File: src/rtl/draw_rect_ctl.sv
// Rectangle motion controller: follows the mouse in idle, falls under gravity after a click,
// bounces off the floor with damping and comes to rest.
module draw_rect_ctl #(
   parameter int unsigned TICK_DIV    = 650_000,
   parameter int unsigned VER_PIXELS  = 768,
   parameter int unsigned RECT_HEIGHT = 64,
   parameter int unsigned G           = 1,
   parameter int unsigned MIN_V       = 2
) (
   input  logic        clk,
   input  logic        rst,
   input  logic [11:0] mouse_xpos,
   input  logic [11:0] mouse_ypos,
   input  logic        mouse_left,
   output logic [11:0] xpos,
   output logic [11:0] ypos
);

   localparam int unsigned CNT_W = (TICK_DIV > 1) ? $clog2(TICK_DIV) : 1;
   localparam logic [CNT_W-1:0] CNT_MAX = CNT_W'(TICK_DIV - 1);
   localparam logic [11:0] FLOOR = 12'(VER_PIXELS - RECT_HEIGHT);
   localparam logic [11:0] G_V   = 12'(G);
   localparam logic [12:0] MIN_W = 13'(MIN_V);

   typedef enum logic [1:0] {StIdle, StFall, StRise, StRest} state_e;

   state_e           state;
   logic [11:0]      v;
   logic [CNT_W-1:0] cnt;
   logic             left_d;

   logic        click;
   logic        moving;
   logic        tick;
   logic [11:0] y_clamp;
   logic [12:0] fall_v_n;
   logic [12:0] fall_y_n;
   logic [12:0] fall_v_b;
   logic        fall_hit;
   logic        fall_rest;
   logic [11:0] rise_v_n;
   logic        rise_under;

   always_comb begin
      click      = mouse_left & ~left_d;
      moving     = (state == StFall) || (state == StRise);
      tick       = moving && (cnt == CNT_MAX);
      y_clamp    = (mouse_ypos > FLOOR) ? FLOOR : mouse_ypos;
      // Fall arithmetic is one bit wider so a fast drop past the floor cannot wrap.
      fall_v_n   = {1'b0, v} + {1'b0, G_V};
      fall_y_n   = {1'b0, ypos} + fall_v_n;
      fall_hit   = fall_y_n >= {1'b0, FLOOR};
      fall_v_b   = fall_v_n - (fall_v_n >> 2);
      fall_rest  = fall_v_b < MIN_W;
      rise_v_n   = (v > G_V) ? (v - G_V) : 12'd0;
      rise_under = ypos < rise_v_n;
   end

   always_ff @(posedge clk) begin
      if (!rst) begin
         state  <= StIdle;
         xpos   <= 12'd0;
         ypos   <= 12'd0;
         v      <= 12'd0;
         cnt    <= '0;
         left_d <= 1'b0;
      end else begin
         left_d <= mouse_left;

         if (moving) begin
            cnt <= tick ? '0 : cnt + 1'b1;
         end else begin
            cnt <= '0;
         end

         unique case (state)
            StIdle: begin
               if (click) begin
                  v     <= 12'd0;
                  state <= StFall;
               end else begin
                  xpos <= mouse_xpos;
                  ypos <= y_clamp;
               end
            end
            StFall: begin
               if (tick) begin
                  if (fall_hit) begin
                     ypos <= FLOOR;
                     if (fall_rest) begin
                        v     <= 12'd0;
                        state <= StRest;
                     end else begin
                        v     <= fall_v_b[11:0];
                        state <= StRise;
                     end
                  end else begin
                     ypos <= fall_y_n[11:0];
                     v    <= fall_v_n[11:0];
                  end
               end
            end
            StRise: begin
               if (tick) begin
                  if (rise_v_n == 12'd0) begin
                     v     <= 12'd0;
                     state <= StFall;
                  end else if (rise_under) begin
                     ypos  <= 12'd0;
                     v     <= 12'd0;
                     state <= StFall;
                  end else begin
                     ypos <= ypos - rise_v_n;
                     v    <= rise_v_n;
                  end
               end
            end
            StRest: begin
               if (click) begin
                  state <= StIdle;
               end
            end
            default: state <= StIdle;
         endcase
      end
   end

endmodule

File: config.mk
export PLATFORM = sky130hd
export DESIGN_NAME = draw_rect_ctl
export DESIGN_NICKNAME = d
export VERILOG_FILES = /design/src/rtl/draw_rect_ctl.sv
export SDC_FILE = /design/constraint.sdc
export NUM_CORES = 1
export LEC_CHECK = 0
export BUFFER_PORTS_ARGS = -buffer_cell sky130_fd_sc_hd__buf_2
export CAP_MARGIN = 10
export CORE_UTILIZATION = 61
export DETAILED_ROUTE_END_ITERATION = 7
export GPL_TIMING_DRIVEN = 0
export PLACE_DENSITY = 0.91
export SYNTH_ARGS = -nofsm -noshare
export SYNTH_HDL_FRONTEND = slang
export SYNTH_SLANG_ARGS = --single-unit
File: constraint.sdc
create_clock -name clk -period 4.1 [get_ports clk]
set_input_delay 0.82 -clock clk [delete_from_list [all_inputs] [get_ports clk]]
set_output_delay 0.82 -clock clk [all_outputs]
set_load 0.03 [all_outputs]
==> impl_metrics.csv <==
group,metric,value,unit
floorplanning,coreArea,0.00881,mm2
floorplanning,rows,34,
timing,timing.hold.ws,0.460,ns
worst_setup_path,setup.worst_path.end_class,"flop",
finish,drive_gt1_share,18.4,%
route,drt-pass1-iter-count,8,
clocking,cts_buffers,9,
timing,setup_viol,0,
global_routing,grt_max_degree,13,
worst_setup_path,rr_startpoint,"v[2]$_SDFFE_PN0P_",
global_routing,overflow,0,
route,routed_via_density,6.88,
timing,hold_viol_final,0,
route,dr_total_vias,6202,
synth,synth_cell_type_count,85,
synth,yosys.area.top_type,"dfxtp_1",
synth,netlist.area_leader.share,21.1,%
timing,rsz0062_at_grt,"yes",
global_routing,grt_use_total,36.2,%
power,power,3.48,mW
route,ant_nets,0,
worst_setup_path,worstSetupPathType,"reg2reg",
clocking,cts_tree,"yes",
synth,yosysWarnings,0,
min_path,holdPathEnd,"cnt[0]$_SDFF_PP0_",
worst_setup_path,worstPathArrival,4.30,ns
finish,fillCellCount,599,
synth,ys_dominant_reg_cell,"dfxtp_1",
route,drt-total-wl,17.5,mm
timing,fmax,0.246,GHz
timing,period_minus_slack,4.07,ns
min_path,hp-start,"cnt[0]$_SDFF_PP0_",
timing,finalSetupTns,0,ns
route,drt-initial-drc-count,711,
placed_design,routabilityCongestion,1.00,
route,wire_per_inst,19.4,um
clocking,root_buffer,"clkbuf_8",
finish,final_cell_mix,"73 x nand2_1, 67 x nor2_1, 59 x dfxtp_1",
clocking,cts_hold_buf,0,
worst_setup_path,crit_start,"v[2]$_SDFFE_PN0P_",
finish,area_growth,15.1,%
timing,worstMarginPinSlew,0.891,ns
min_path,hold_path_class,"reg2reg",
finish,nNetsFinal,858,
synth,avgSynthCellArea,7.71,um2
clocking,clk_latency,0.35,ns
synth,synth-async-reset-ratio,0,%
outcome,violations,"design-rule violations",
finish,antenna_cells,0,
global_routing,grt_first_pass_wirelength,28.1,mm
timing,slew_viol_final,0,
power,leakagePower,2.54,nW
worst_setup_path,critPathMaxFanout,10,
synth,netlist_top_cells_area,"dfxtp_1 21%, ha_1 8.7%, xnor2_1 5.2%",
finish,layout_commonest_cell,"nand2_1",
synth,syn-num-nets,794,
worst_setup_path,r2r_cells,14,
clocking,clock_sinks,59,
placed_design,io_buffer_count,50,
clocking,ctsHtreeMaxLevel,3,
floorplanning,pin_count,51,
worst_setup_path,r2r-end,"v[0]$_SDFFE_PN0P_",
worst_setup_path,rrSetupSlack,0.03,ns
synth,ys_ff_latch,59,
placed_design,dpl_cell_area,0.00598,mm2
min_path,worstHoldPathCells,1,
clocking,clock_path_buffers,2,
synth,netlist_area,0.00559,mm2
timing,fin_skew,0.0126,ns
power,power_density,541,mW/mm2
clocking,clk_pin_slew,0.08,ns
timing,relSlewSlack,40.3,%
run,maxCapViolCount,0,
synth,synth-seq-area-share,21.1,%
power,ir_drop,565,uV
floorplanning,start_util,63.5,%
timing,fin_crit_sh,99.3,%
synth,synth_edf_count,0,
worst_setup_path,critPathLaunchType,"flop",
route,drc,2,
outcome,status,"finished with violations",
worst_setup_path,worstPathRequired,4.33,ns
placed_design,dp_hpwl,12.6,mm
floorplanning,dieArea,0.00955,mm2
synth,syn_inst,725,
floorplanning,die_x,97.7,um
floorplanning,die_h,97.7,um
global_routing,first_global_vias,5886,
finish,final_cell_area,0.00644,mm2
global_routing,antenna_found_initial,0,
-- Yosys cell counts (all sizes together), types with 15 or more instances --
cell,instances
a21boi,15
a21oi,38
clkbuf,18
nor3,18
nor2,71
ha,39
o21ai,43
nand2,74
xor2,25
xnor2,34
nand3,18
inv,32
dfxtp,59
buf,19
-- area by class of cell --
type / instances / area, um2 / area share, %
multi-input cells: 598 / 4330 / 67.3
flip-flops and latches: 59 / 1180 / 18.3
repair buffers: 54 / 280 / 4.35
plain buffers: 35 / 188 / 2.92
well taps: 108 / 135 / 2.10
clock buffers: 9 / 124 / 1.92
inverters: 32 / 120 / 1.87
clock inverters: 7 / 77.6 / 1.21
-- power by group --
part	switching [mW]	leakage [nW]	internal (mW)	total, mW
sequential	0.0783	0.480	0.648	0.727
clock	0.275	0.0998	0.285	0.560
combinational	1.36	1.96	0.835	2.20
-- state kept, by name, summed over array words and instances, names as in the netlist --
name and flops:
cnt 20, left_d 1, state 2, v 12, xpos 12, ypos 12
-- timing repair --
item / CTS / global route
setup buffers: 2 / 2
gates resized for setup: 23 / 31
gates cloned: 1 / 0
setup endpoints to repair: 26 / 26
pin swaps: 2 / 5
-- how the worst max path moves through the flow --
stage                     slack [ns]                    end
final                           0.03      v[0]$_SDFFE_PN0P_
after global routing           -0.09      v[0]$_SDFFE_PN0P_
after CTS                       0.04      v[0]$_SDFFE_PN0P_
after detailed placement       -0.84      v[2]$_SDFFE_PN0P_
after global placement         -0.81      v[4]$_SDFFE_PN0P_
after floorplan                 0.37  state[1]$_SDFFE_PN0P_
-- per-stage QoR --
stage	setup slack, ns	utilization (%)	std cells
floorplan	0.368	-	725
global placement	-0.806	67.9	883
detailed placement	-0.839	67.9	883
CTS	0.0401	71.6	901
global route	-0.0897	73.1	902
finish	0.0292	73.1	902
-- per-layer routing --
metal  wire, um  part of all wire, %  vias to the layer above  track usage, %
met5          0                    0                        -               0
met4        933                  5.3                        0            18.1
met3       1650                  9.4                      115            5.94
met2       8200                   47                      417            61.0
met1       6730                   38                     2887            44.9
li1           -                    -                     2783               -
-- worst max-delay path, stage by stage, from the launching register on --
cell       delay (ns)
dfxtp_1          0.43
buf_4            0.25
nand3_1          0.19
xnor2_2          0.26
inv_1            0.14
fa_1             0.45
a21o_1           0.23
a21oi_1          0.21
a221oi_2         0.10
a211oi_4         0.33
nor3_2           0.09
or3_4            0.36
a2111oi_4        0.39
a311oi_2         0.21
a221o_1          0.32
-- cell families after synthesis --
kind of cell,share of synthesized area [%]
mux,0.917
flops,21.1
compound gates,26.7
fa+ha+maj,9.80
xor+xnor,9.58
buf+inv,5.42
simple gates,26.5
Power figures use the tool's default switching activity.
